[config.mk]
export PLATFORM = sky130hd
export DESIGN_NAME = tdm_voice_scheduler
export DESIGN_NICKNAME = d
export VERILOG_FILES = /design/src/rtl/tdm_voice_scheduler.sv
export SDC_FILE = /design/constraint.sdc
export NUM_CORES = 1
export LEC_CHECK = 0
export BUFFER_PORTS_ARGS = -buffer_cell sky130_fd_sc_hd__buf_4
export CORE_MARGIN = 2
export CORE_UTILIZATION = 52
export DETAILED_ROUTE_END_ITERATION = 16
export PLACE_DENSITY = 0.69
export SETUP_SLACK_MARGIN = 0.2
export SLEW_MARGIN = 20
export SYNTH_ARGS = -nofsm -noshare
export SYNTH_HDL_FRONTEND = slang
export SYNTH_SLANG_ARGS = --single-unit
[constraint.sdc]
create_clock -name sys_clk -period 8.3 [get_ports sys_clk]
set_clock_uncertainty 0.2 [all_clocks]
set_input_delay 1.66 -clock sys_clk [delete_from_list [all_inputs] [get_ports sys_clk]]
set_output_delay 1.66 -clock sys_clk [all_outputs]
set_load 0.02 [all_outputs]
[src/rtl/tdm_voice_scheduler.sv]
// TDM voice scheduler: on each sample tick, issues one wavetable slot per
// voice (address, wave select, enable, channel index), advances each voice's
// phase accumulator, then spends one drain cycle before signalling frame_done.
module tdm_voice_scheduler #(
  parameter int VOICES      = 4,
  parameter int VOICES_BITS = 2,
  parameter int PHASE_W     = 24,
  parameter int ADDR_W      = 8
) (
  input  logic                   sys_clk,
  input  logic                   sys_rst_n,
  input  logic                   sample_tick,
  input  logic                   cfg_we,
  input  logic [VOICES_BITS-1:0] cfg_ch,
  input  logic [1:0]             cfg_addr,
  input  logic [PHASE_W-1:0]     cfg_data,
  output logic [ADDR_W-1:0]      nco_addr_out,
  output logic [1:0]             selected_wave,
  output logic                   is_chan_en,
  output logic [VOICES_BITS-1:0] channel_num,
  output logic                   slot_valid,
  output logic                   frame_busy,
  output logic                   frame_done,
  output logic                   overrun
);

  typedef enum logic [1:0] {
    IDLE  = 2'd0,
    ISSUE = 2'd1,
    DRAIN = 2'd2
  } state_t;

  localparam logic [1:0] REG_TUNE = 2'd0;
  localparam logic [1:0] REG_WAVE = 2'd1;
  localparam logic [1:0] REG_EN   = 2'd2;
  localparam logic [1:0] REG_CLR  = 2'd3;

  state_t                 state_q, state_d;
  logic [VOICES_BITS-1:0] slot_q, slot_d;

  logic [PHASE_W-1:0] phase_q  [VOICES];
  logic [PHASE_W-1:0] phase_d  [VOICES];
  logic [PHASE_W-1:0] tuning_q [VOICES];
  logic [PHASE_W-1:0] tuning_d [VOICES];
  logic [1:0]         wave_q   [VOICES];
  logic [1:0]         wave_d   [VOICES];
  logic               en_q     [VOICES];
  logic               en_d     [VOICES];

  logic [ADDR_W-1:0]      addr_q, addr_d;
  logic [1:0]             sel_wave_q, sel_wave_d;
  logic                   chan_en_q, chan_en_d;
  logic [VOICES_BITS-1:0] chan_q, chan_d;
  logic                   valid_q, valid_d;
  logic                   busy_q, busy_d;
  logic                   done_q, done_d;
  logic                   overrun_q, overrun_d;

  logic clr_overrun;

  // Next-state: config writes, FSM sequencing, slot issue and phase update.
  // Slot issue reads the _q copies, so a same-cycle write to the slot being
  // issued only takes effect in the following frame.
  always_comb begin
    state_d    = state_q;
    slot_d     = slot_q;
    phase_d    = phase_q;
    tuning_d   = tuning_q;
    wave_d     = wave_q;
    en_d       = en_q;
    addr_d     = addr_q;
    sel_wave_d = sel_wave_q;
    chan_en_d  = chan_en_q;
    chan_d     = chan_q;
    valid_d    = 1'b0;
    done_d     = 1'b0;
    clr_overrun = 1'b0;

    if (cfg_we) begin
      case (cfg_addr)
        REG_TUNE: tuning_d[cfg_ch] = cfg_data;
        REG_WAVE: wave_d[cfg_ch]   = cfg_data[1:0];
        REG_EN:   en_d[cfg_ch]     = cfg_data[0];
        default:  clr_overrun      = 1'b1;
      endcase
    end

    // A tick that lands while busy always sets the flag, even against a clear.
    overrun_d = (overrun_q & ~clr_overrun) | (sample_tick & (state_q != IDLE));

    case (state_q)
      IDLE: begin
        if (sample_tick) begin
          state_d = ISSUE;
          slot_d  = '0;
        end
      end
      ISSUE: begin
        valid_d    = 1'b1;
        chan_d     = slot_q;
        sel_wave_d = wave_q[slot_q];
        chan_en_d  = en_q[slot_q];
        if (en_q[slot_q]) begin
          addr_d          = phase_q[slot_q][PHASE_W-1 -: ADDR_W];
          phase_d[slot_q] = phase_q[slot_q] + tuning_q[slot_q];
        end else begin
          addr_d          = '0;
          phase_d[slot_q] = '0;
        end
        if (slot_q == VOICES_BITS'(VOICES - 1)) begin
          state_d = DRAIN;
          slot_d  = '0;
        end else begin
          slot_d = slot_q + VOICES_BITS'(1);
        end
      end
      DRAIN: begin
        state_d = IDLE;
        done_d  = 1'b1;
      end
      default: begin
        state_d = IDLE;
        slot_d  = '0;
      end
    endcase

    busy_d = (state_d != IDLE);
  end

  // State and output registers; reset clears all voice state and outputs.
  always_ff @(posedge sys_clk or negedge sys_rst_n) begin
    if (!sys_rst_n) begin
      state_q    <= IDLE;
      slot_q     <= '0;
      phase_q    <= '{default: '0};
      tuning_q   <= '{default: '0};
      wave_q     <= '{default: '0};
      en_q       <= '{default: 1'b0};
      addr_q     <= '0;
      sel_wave_q <= '0;
      chan_en_q  <= 1'b0;
      chan_q     <= '0;
      valid_q    <= 1'b0;
      busy_q     <= 1'b0;
      done_q     <= 1'b0;
      overrun_q  <= 1'b0;
    end else begin
      state_q    <= state_d;
      slot_q     <= slot_d;
      phase_q    <= phase_d;
      tuning_q   <= tuning_d;
      wave_q     <= wave_d;
      en_q       <= en_d;
      addr_q     <= addr_d;
      sel_wave_q <= sel_wave_d;
      chan_en_q  <= chan_en_d;
      chan_q     <= chan_d;
      valid_q    <= valid_d;
      busy_q     <= busy_d;
      done_q     <= done_d;
      overrun_q  <= overrun_d;
    end
  end

  assign nco_addr_out  = addr_q;
  assign selected_wave = sel_wave_q;
  assign is_chan_en    = chan_en_q;
  assign channel_num   = chan_q;
  assign slot_valid    = valid_q;
  assign frame_busy    = busy_q;
  assign frame_done    = done_q;
  assign overrun       = overrun_q;

endmodule

==> results of run 1 <==
routing by layer:
metal  up-vias  part of all wire [%]
li1       3542                     -
met1      3887                    46
met2       145                    48
met3        35                   3.7
met4         0                   1.9
met5         -                     0
worst max-delay path, delay by kind of cell, from the launching register on:
family | cells | cell delay, ns
compound gates | 4 | 1.15
fa+ha+maj | 1 | 0.38
simple gates | 2 | 0.54
mux | 1 | 0.59
buf+inv | 1 | 0.67
flops | 1 | 0.68
flip-flops by register name, summed over array words and instances (netlist names):
signal,flops
wave_q,8
frame_busy,1
is_chan_en,1
phase_q,96
en_q,4
state_q,2
overrun,1
slot_q,2
tuning_q,96
nco_addr_out,8
channel_num,2
selected_wave,2
slot_valid,1
frame_done,1
stage by stage:
stage,cells,total power [mW]
2_1_floorplan,957,3.300
3_3_place_gp,1233,3.872
3_5_place_dp,1233,3.922
4_1_cts,1275,4.910
5_1_grt,1275,5.245
6_report,1275,4.894
how the worst max path moves through the flow:
stage / to / slack, ns / from / depth (start not counted)
2_1_floorplan: phase_q[44]$_DFFE_PN0P_ / 4.22 / slot_q[1]$_DFFE_PN0P_ / 12
3_3_place_gp: phase_q[88]$_DFFE_PN0P_ / 3.98 / slot_q[0]$_DFFE_PN0P_ / 9
3_5_place_dp: phase_q[64]$_DFFE_PN0P_ / 3.92 / slot_q[0]$_DFFE_PN0P_ / 9
4_1_cts: phase_q[64]$_DFFE_PN0P_ / 3.88 / slot_q[0]$_DFFE_PN0P_ / 9
5_1_grt: phase_q[88]$_DFFE_PN0P_ / 3.58 / slot_q[0]$_DFFE_PN0P_ / 9
6_report: phase_q[64]$_DFFE_PN0P_ / 3.90 / slot_q[0]$_DFFE_PN0P_ / 9
Yosys cell counts, types with 2 or more instances:
library cell / n / area, sq um
a211o_1: 5 / 43.79
a211oi_1: 2 / 15.01
a21o_1: 5 / 37.54
a21oi_1: 45 / 225.2
a22o_1: 18 / 157.7
a31oi_4: 2 / 42.54
and2_1: 3 / 18.77
and3_1: 5 / 31.28
buf_1: 4 / 15.01
buf_2: 13 / 65.06
clkbuf_1: 45 / 168.9
dfrtp_1: 225 / 5630
ha_1: 27 / 337.8
inv_1: 8 / 30.03
mux2_2: 109 / 1227
mux2i_1: 6 / 60.06
mux4_2: 50 / 1126
nand2_1: 143 / 536.8
nand2b_1: 3 / 18.77
nand3_1: 25 / 125.1
nand3b_1: 4 / 30.03
nand4_1: 6 / 37.54
nor2_1: 43 / 161.4
nor2b_1: 2 / 12.51
nor3_1: 17 / 85.08
nor3b_1: 3 / 22.52
o2111ai_1: 4 / 35.03
o211ai_1: 9 / 67.56
o21a_1: 11 / 82.58
o21ai_0: 49 / 245.2
o21ai_1: 5 / 25.02
o21ba_2: 2 / 20.02
o21bai_1: 2 / 15.01
o31ai_1: 20 / 150.1
or3_1: 6 / 37.54
xnor2_1: 8 / 70.07
xor2_1: 9 / 78.83
where the power goes:
| part | switching, mW | total (mW) | internal (mW) |
|---|---|---|---|
| registers | 0.218 | 1.63 | 1.41 |
| logic | 1.38 | 2.29 | 0.907 |
| clock network | 0.422 | 0.980 | 0.557 |
kinds of logic after synthesis:
| group | count (synthesis) | share of synthesized area (%) |
|---|---|---|
| xor+xnor | 17 | 1.325 |
| buf+inv | 70 | 2.483 |
| flops | 225 | 50.11 |
| compound gates | 189 | 11.25 |
| simple gates | 263 | 10.17 |
| mux | 165 | 21.48 |
| fa+ha+maj | 28 | 3.185 |
layout make-up:
class                           count  area share [%]
Clock buffer                       35           5.353
Multi-Input combinational cell    662           42.54
Inverter                            8          0.2397
Tap cell                          275           2.746
Clock inverter                      7          0.3096
Timing Repair Buffer               63           3.835
Sequential cell                   225           44.98
==> flow_metrics.py, run 1 <==
metrics = {
    "sta": {
        "drv_slew": 0,
        "worst_slack_ns": 3.897,
        "hold_viol": 0,
        "rsz0062_at_grt": "false",
        "fin_hold_ws_ns": 0.2732,
        "tightest_slew_ns": 0.9525,
        "max_freq_ghz": 0.2271,
        "finalCritPeriodShare_pct": 53.04,
        "setup_violations": 0,
        "slew_headroom_pct": 36.50,
        "min_period_ns": 4.403,
        "tns_ns": 0,
    },
    "synth": {
        "synth_area_sq_mm": 0.01124,
        "synth_seq_cells": 225,
        "avgSynthCellArea_sq_um": 11.74,
        "ys_seq_area_share_pct": 50.11,
        "ys_types": 51,
        "synth.net_count": 1017,
        "async_flop_share_pct": 100.0,
        "synth_edf_count": 0,
        "yosys_warnings": 0,
        "synthCells": 957,
        "synth-main-ff-cell": "dfrtp_1",
    },
    "layout": {
        "final_layout_size_suffix_gt1_share_pct": 27.00,
        "final_common_cell": "dfrtp_1",
        "multi_input_area_sq_mm": 0.005330,
        "design_area_sq_mm": 0.01253,
        "fill_cells": 1769,
        "fin_util_pct": 59.42,
        "synthToLayoutAreaGrowth_pct": 11.51,
        "antennaDiodeCount": 0,
        "layout_common_cells": "dfrtp_1, nand2_1, mux2_2",
        "fin_nets": 1043,
        "final-seq-area_sq_mm": 0.005635,
    },
    "grt": {
        "use_met2_pct": 38.48,
        "grt_pass1_vias": 7963,
        "grt_max_degree": 79,
        "grt_pass1_wl_microns": 41940,
        "grt.busiest_layer": "met2",
        "met1_usage_pct": 33.41,
        "track_usage_pct": 23.24,
        "overflow": 0,
        "grt_antenna_before_repair": 0,
        "met3_usage_pct": 2.952,
    },
    "setup_path": {
        "reg2reg_from": "slot_q[0]$_DFFE_PN0P_",
        "worstPathCellList": "buf_4, mux4_2, ha_1, o21ai_0, or3_1, o22ai_1, nor3b_1, o31ai_1, o21ai_0",
        "worstSetupPathType": "flop to flop",
        "cp_common_cell": "o21ai_0",
        "cp_max_fo": 37,
        "max_stage_delay_ns": 0.68,
        "arrival_ns": 4.57,
        "critPathLaunchType": "flop",
        "end_kind": "flop",
        "required_ns": 8.47,
        "rr_worst_depth": 9,
        "r2r_setup_slack_ns": 3.90,
        "r2r-end": "phase_q[64]$_DFFE_PN0P_",
        "cp_slowest_cell": "dfrtp_4",
    },
    "detailed_routing": {
        "vias": 7609,
        "drt-initial-drc-count": 501,
        "routed_wl_microns": 24900,
        "drt-pass1-iter-count": 5,
        "wire_per_inst_microns": 19.53,
        "drc": 0,
        "avgViaCountPerCell": 5.968,
        "postRouteAntennaNets": 0,
    },
    "clock_network": {
        "cts_tree": "done",
        "postCtsSetupRepairBufs": 0,
        "cts-hold-fix-buffers": 0,
        "clock-sinks": 225,
        "insertion_delay_ns": 0.51,
        "h-tree-depth": 1,
        "numCtsBuffers": 23,
        "clock-root-buffer": "clkbuf_16",
        "clockBufferDepth": 3,
        "cts_resized": 0,
        "clk_pin_slew_ns": 0.06,
    },
    "floorplan": {
        "num_rows": 53,
        "die_h_microns": 151.0,
        "io_pins": 49,
        "start_util_pct": 53.28,
        "die_w_microns": 151.0,
        "core-area_sq_mm": 0.02109,
        "die_area_sq_mm": 0.02280,
    },
    "place": {
        "gp_congestion": 0.9046,
        "dpl_cell_area_sq_mm": 0.01182,
        "dpl.hpwl_microns": 16490,
        "io_buffers": 48,
        "post-place-ws_ns": 3.920,
    },
    "outcome": {
        "status": "completed",
    },
    "power_and_ir_drop": {
        "p_leak_nw": 5.589,
        "peakVddDrop_v": 0.0001997,
        "powerDensity_mw_per_mm2": 390.6,
    },
    "run": {
        "drv_cap": 0,
    },
    "min_path": {
        "hold_end": "phase_q[8]$_DFFE_PN0P_",
        "hold_start": "phase_q[8]$_DFFE_PN0P_",
        "hold_class": "flop to flop",
        "min_path_cells": 2,
    },
}
(Power assumes the default switching activity.)
==> run 2, diff against run 1 <==
--- a/config.mk
+++ b/config.mk
@@ -5,6 +5,7 @@
 export SDC_FILE = /design/constraint.sdc
 export NUM_CORES = 1
 export LEC_CHECK = 0
+export ABC_AREA = 1
 export BUFFER_PORTS_ARGS = -buffer_cell sky130_fd_sc_hd__buf_4
 export CORE_MARGIN = 2
 export CORE_UTILIZATION = 52
==> constraint.sdc (replaced) <==
create_clock -name sys_clk -period 4.45 [get_ports sys_clk]
set_clock_uncertainty 0.2 [all_clocks]
set_input_delay 0.89 -clock sys_clk [delete_from_list [all_inputs] [get_ports sys_clk]]
set_output_delay 0.89 -clock sys_clk [all_outputs]
set_load 0.02 [all_outputs]
==> flow_metrics.py, run 2 <==
metrics = {
    "power_and_ir_drop": {
        "power_frac_comb_pct": 54.6,
        "p_leak_nw": 6.453,
        "switching_share_pct": 48.30,
        "seqPwrFrac_pct": 27.3,
        "powerDensity_mw_per_mm2": 898.2,
        "clkPwrFrac_pct": 18.1,
        "p_int_mw": 5.958,
        "p_sw_mw": 5.565,
        "peakVddDrop_v": 0.0003798,
    },
    "sta": {
        "finalCritPeriodShare_pct": 82.03,
        "tightest_slew_ns": 1.011,
        "worst_slack_ns": 0.7998,
        "drv_slew": 0,
        "max_freq_ghz": 0.2740,
        "hold_viol": 0,
        "setup_violations": 0,
        "slew_headroom_pct": 32.53,
        "tns_ns": 0,
        "rsz0062_at_grt": "false",
        "min_period_ns": 3.650,
    },
    "synth": {
        "synthCells": 1492,
        "yosysMostFrequentCell": "nand2_1",
        "synth-main-ff-cell": "dfrtp_1",
        "ys_types": 31,
        "synth.area.top_cells": "dfrtp_1, nand2_1, o21ai_0",
        "synth_top_area_share_pct": 49.01,
        "synth_area_sq_mm": 0.01149,
        "async_flop_share_pct": 100.0,
        "yosys-top-cells-count": "nand2_1, dfrtp_1, o21ai_0, nor2_1, inv_1",
        "synth_edf_count": 0,
        "avgSynthCellArea_sq_um": 7.700,
        "synth_area_leader_cell": "dfrtp_1",
        "synth-compound-area-share_pct": 16.23,
        "synth_seq_cells": 225,
        "synth.net_count": 1552,
        "synth_xor_area_share_pct": 0,
        "ys_seq_area_share_pct": 49.01,
        "synthSimpleGateAreaFrac_pct": 24.55,
        "synth_top_family_by_area": "simple AND/OR/NAND/NOR gates",
        "synth_fa_ha_area_share_pct": 3.115,
        "yosys_warnings": 0,
        "synth_mux_area_share_pct": 0,
    },
    "grt": {
        "met1_usage_pct": 36.88,
        "grt_pass1_vias": 9481,
        "use_met2_pct": 41.19,
        "overflow": 0,
        "grt_antenna_before_repair": 0,
        "track_usage_pct": 25.79,
        "grt_pass1_wl_microns": 49340,
        "grt.busiest_layer": "met2",
        "grt_max_degree": 117,
        "met3_usage_pct": 3.555,
    },
    "setup_path": {
        "critPathLaunchType": "flop",
        "end_kind": "flop",
        "worstPathCellList": "inv_2, buf_4, o21ai_0, o22ai_1, ha_1, nand2_1, nor2_1, nand4_1, nand3_1, a21oi_1, o21ai_1, o21ai_1",
        "r2r-end": "phase_q[34]$_DFFE_PN0P_",
        "rr_worst_depth": 12,
        "max_stage_delay_ns": 0.59,
        "arrival_ns": 3.85,
        "required_ns": 4.65,
        "crit_family": "buffers and inverters",
        "reg2reg_from": "slot_q[0]$_DFFE_PN0P_",
        "cp_max_fo": 45,
        "r2r_setup_slack_ns": 0.80,
        "cp_common_cell": "o21ai_1",
        "worstSetupPathType": "flop to flop",
        "cp_slowest_cell": "inv_2",
        "cp.buffers_inverters": 2,
    },
    "place": {
        "io_buffers": 48,
        "dpl.hpwl_microns": 19150,
        "dpl.cell_count": 1753,
        "dpl_cell_area_sq_mm": 0.01199,
        "gp_congestion": 0.9296,
        "post-place-ws_ns": 0.9088,
    },
    "clock_network": {
        "cts_resized": 0,
        "cts_tree": "done",
        "h-tree-depth": 1,
        "numCtsBuffers": 25,
        "cts-hold-fix-buffers": 0,
        "clock-sinks": 225,
        "clockBufferDepth": 3,
        "postCtsSetupRepairBufs": 0,
        "clk_pin_slew_ns": 0.06,
        "clock-root-buffer": "clkbuf_16",
        "insertion_delay_ns": 0.53,
    },
    "floorplan": {
        "start_util_pct": 52.81,
        "die_h_microns": 152.6,
        "die_area_sq_mm": 0.02330,
        "io_pins": 49,
        "die_w_microns": 152.6,
        "num_rows": 54,
        "core-area_sq_mm": 0.02176,
    },
    "layout": {
        "fin_nets": 1560,
        "fill_cells": 2006,
        "reg_top3": "phase_q (96), tuning_q (96)",
        "instances_no_fill": 1799,
        "final_common_cell": "nand2_1",
        "final_layout_size_suffix_gt1_share_pct": 8.492,
        "layout_common_cells": "nand2_1, dfrtp_1, o21ai_0",
        "design_area_sq_mm": 0.01283,
        "synthToLayoutAreaGrowth_pct": 11.66,
        "antennaDiodeCount": 0,
    },
    "detailed_routing": {
        "drt-pass1-iter-count": 5,
        "wire_per_inst_microns": 16.74,
        "routed_wl_microns": 30120,
        "vias": 10104,
        "avgViaCountPerCell": 5.616,
        "postRouteAntennaNets": 0,
        "drt-initial-drc-count": 771,
        "drc": 0,
    },
    "min_path": {
        "hold_class": "input pin to async pin",
    },
    "run": {
        "drv_cap": 0,
    },
    "outcome": {
        "status": "completed",
    },
}
run 2: changes by cell type after synthesis, sizes merged, moves of 12 or more:
cell,previous run,this run
buf,17,35
nand2,143,456
nor2,43,141
mux2,109,0
mux4,50,0
o22ai,1,48
nand4,6,46
nor3,17,5
o21ai,54,272
inv,8,120
a21oi,45,22
o31ai,20,1
run 2: cells by family after synthesis:
group                      count (synthesis)
AOI/OAI and AO/OA                        353
adders and majority gates                 28
buffers and inverters                    198
DFF                                      225
and+or+nand+nor                          688
run 2: metal layers:
metal	share of wire (%)	wire length, microns
met4	2.6	777
met5	0	0
met2	45	13610
met1	46	13880
met3	6.1	1848
run 2: final cells by class:
cell class / instances / area (sq um) / share of cell area [%]
clock buffers: 39 / 768.2 / 5.988
flip-flops and latches: 225 / 5633 / 43.91
repair buffers: 59 / 488.0 / 3.804
well taps: 280 / 350.3 / 2.731
inverters: 120 / 452.9 / 3.531
multi-input cells: 1069 / 5062 / 39.46
clock inverters: 7 / 73.82 / 0.5754
run 2: power groups by stage:
stage / combinational, mW / sequential [mW] / clock (mW)
3_3_place_gp: 6.09 / 3.15 / 0
3_5_place_dp: 6.19 / 3.16 / 0
5_1_grt: 7.08 / 3.22 / 2.20
4_1_cts: 6.24 / 3.14 / 2.12
2_1_floorplan: 4.55 / 3.14 / 0
6_report: 6.29 / 3.15 / 2.09
run 2: metrics by stage:
stage                     power (mW)  utilization [%]  hold slack (ns)
after floorplan                7.695                -           0.2442
after global placement         9.238            55.10           0.2609
after detailed placement       9.358            55.10           0.2613
after CTS                      11.50            58.97           0.2638
after global routing           12.50            58.97           0.2825
final                          11.52            58.97           0.1996
run 2: worst max path at each step:
stage	slack, ns	end	depth (start not counted)	start
final	0.80	phase_q[34]$_DFFE_PN0P_	12	slot_q[0]$_DFFE_PN0P_
after global routing	0.56	phase_q[64]$_DFFE_PN0P_	13	slot_q[0]$_DFFE_PN0P_
after CTS	0.87	phase_q[34]$_DFFE_PN0P_	12	slot_q[0]$_DFFE_PN0P_
after detailed placement	0.91	phase_q[34]$_DFFE_PN0P_	12	slot_q[0]$_DFFE_PN0P_
after global placement	0.94	phase_q[34]$_DFFE_PN0P_	12	slot_q[0]$_DFFE_PN0P_
after floorplan	1.52	phase_q[62]$_DFFE_PN0P_	16	slot_q[0]$_DFFE_PN0P_
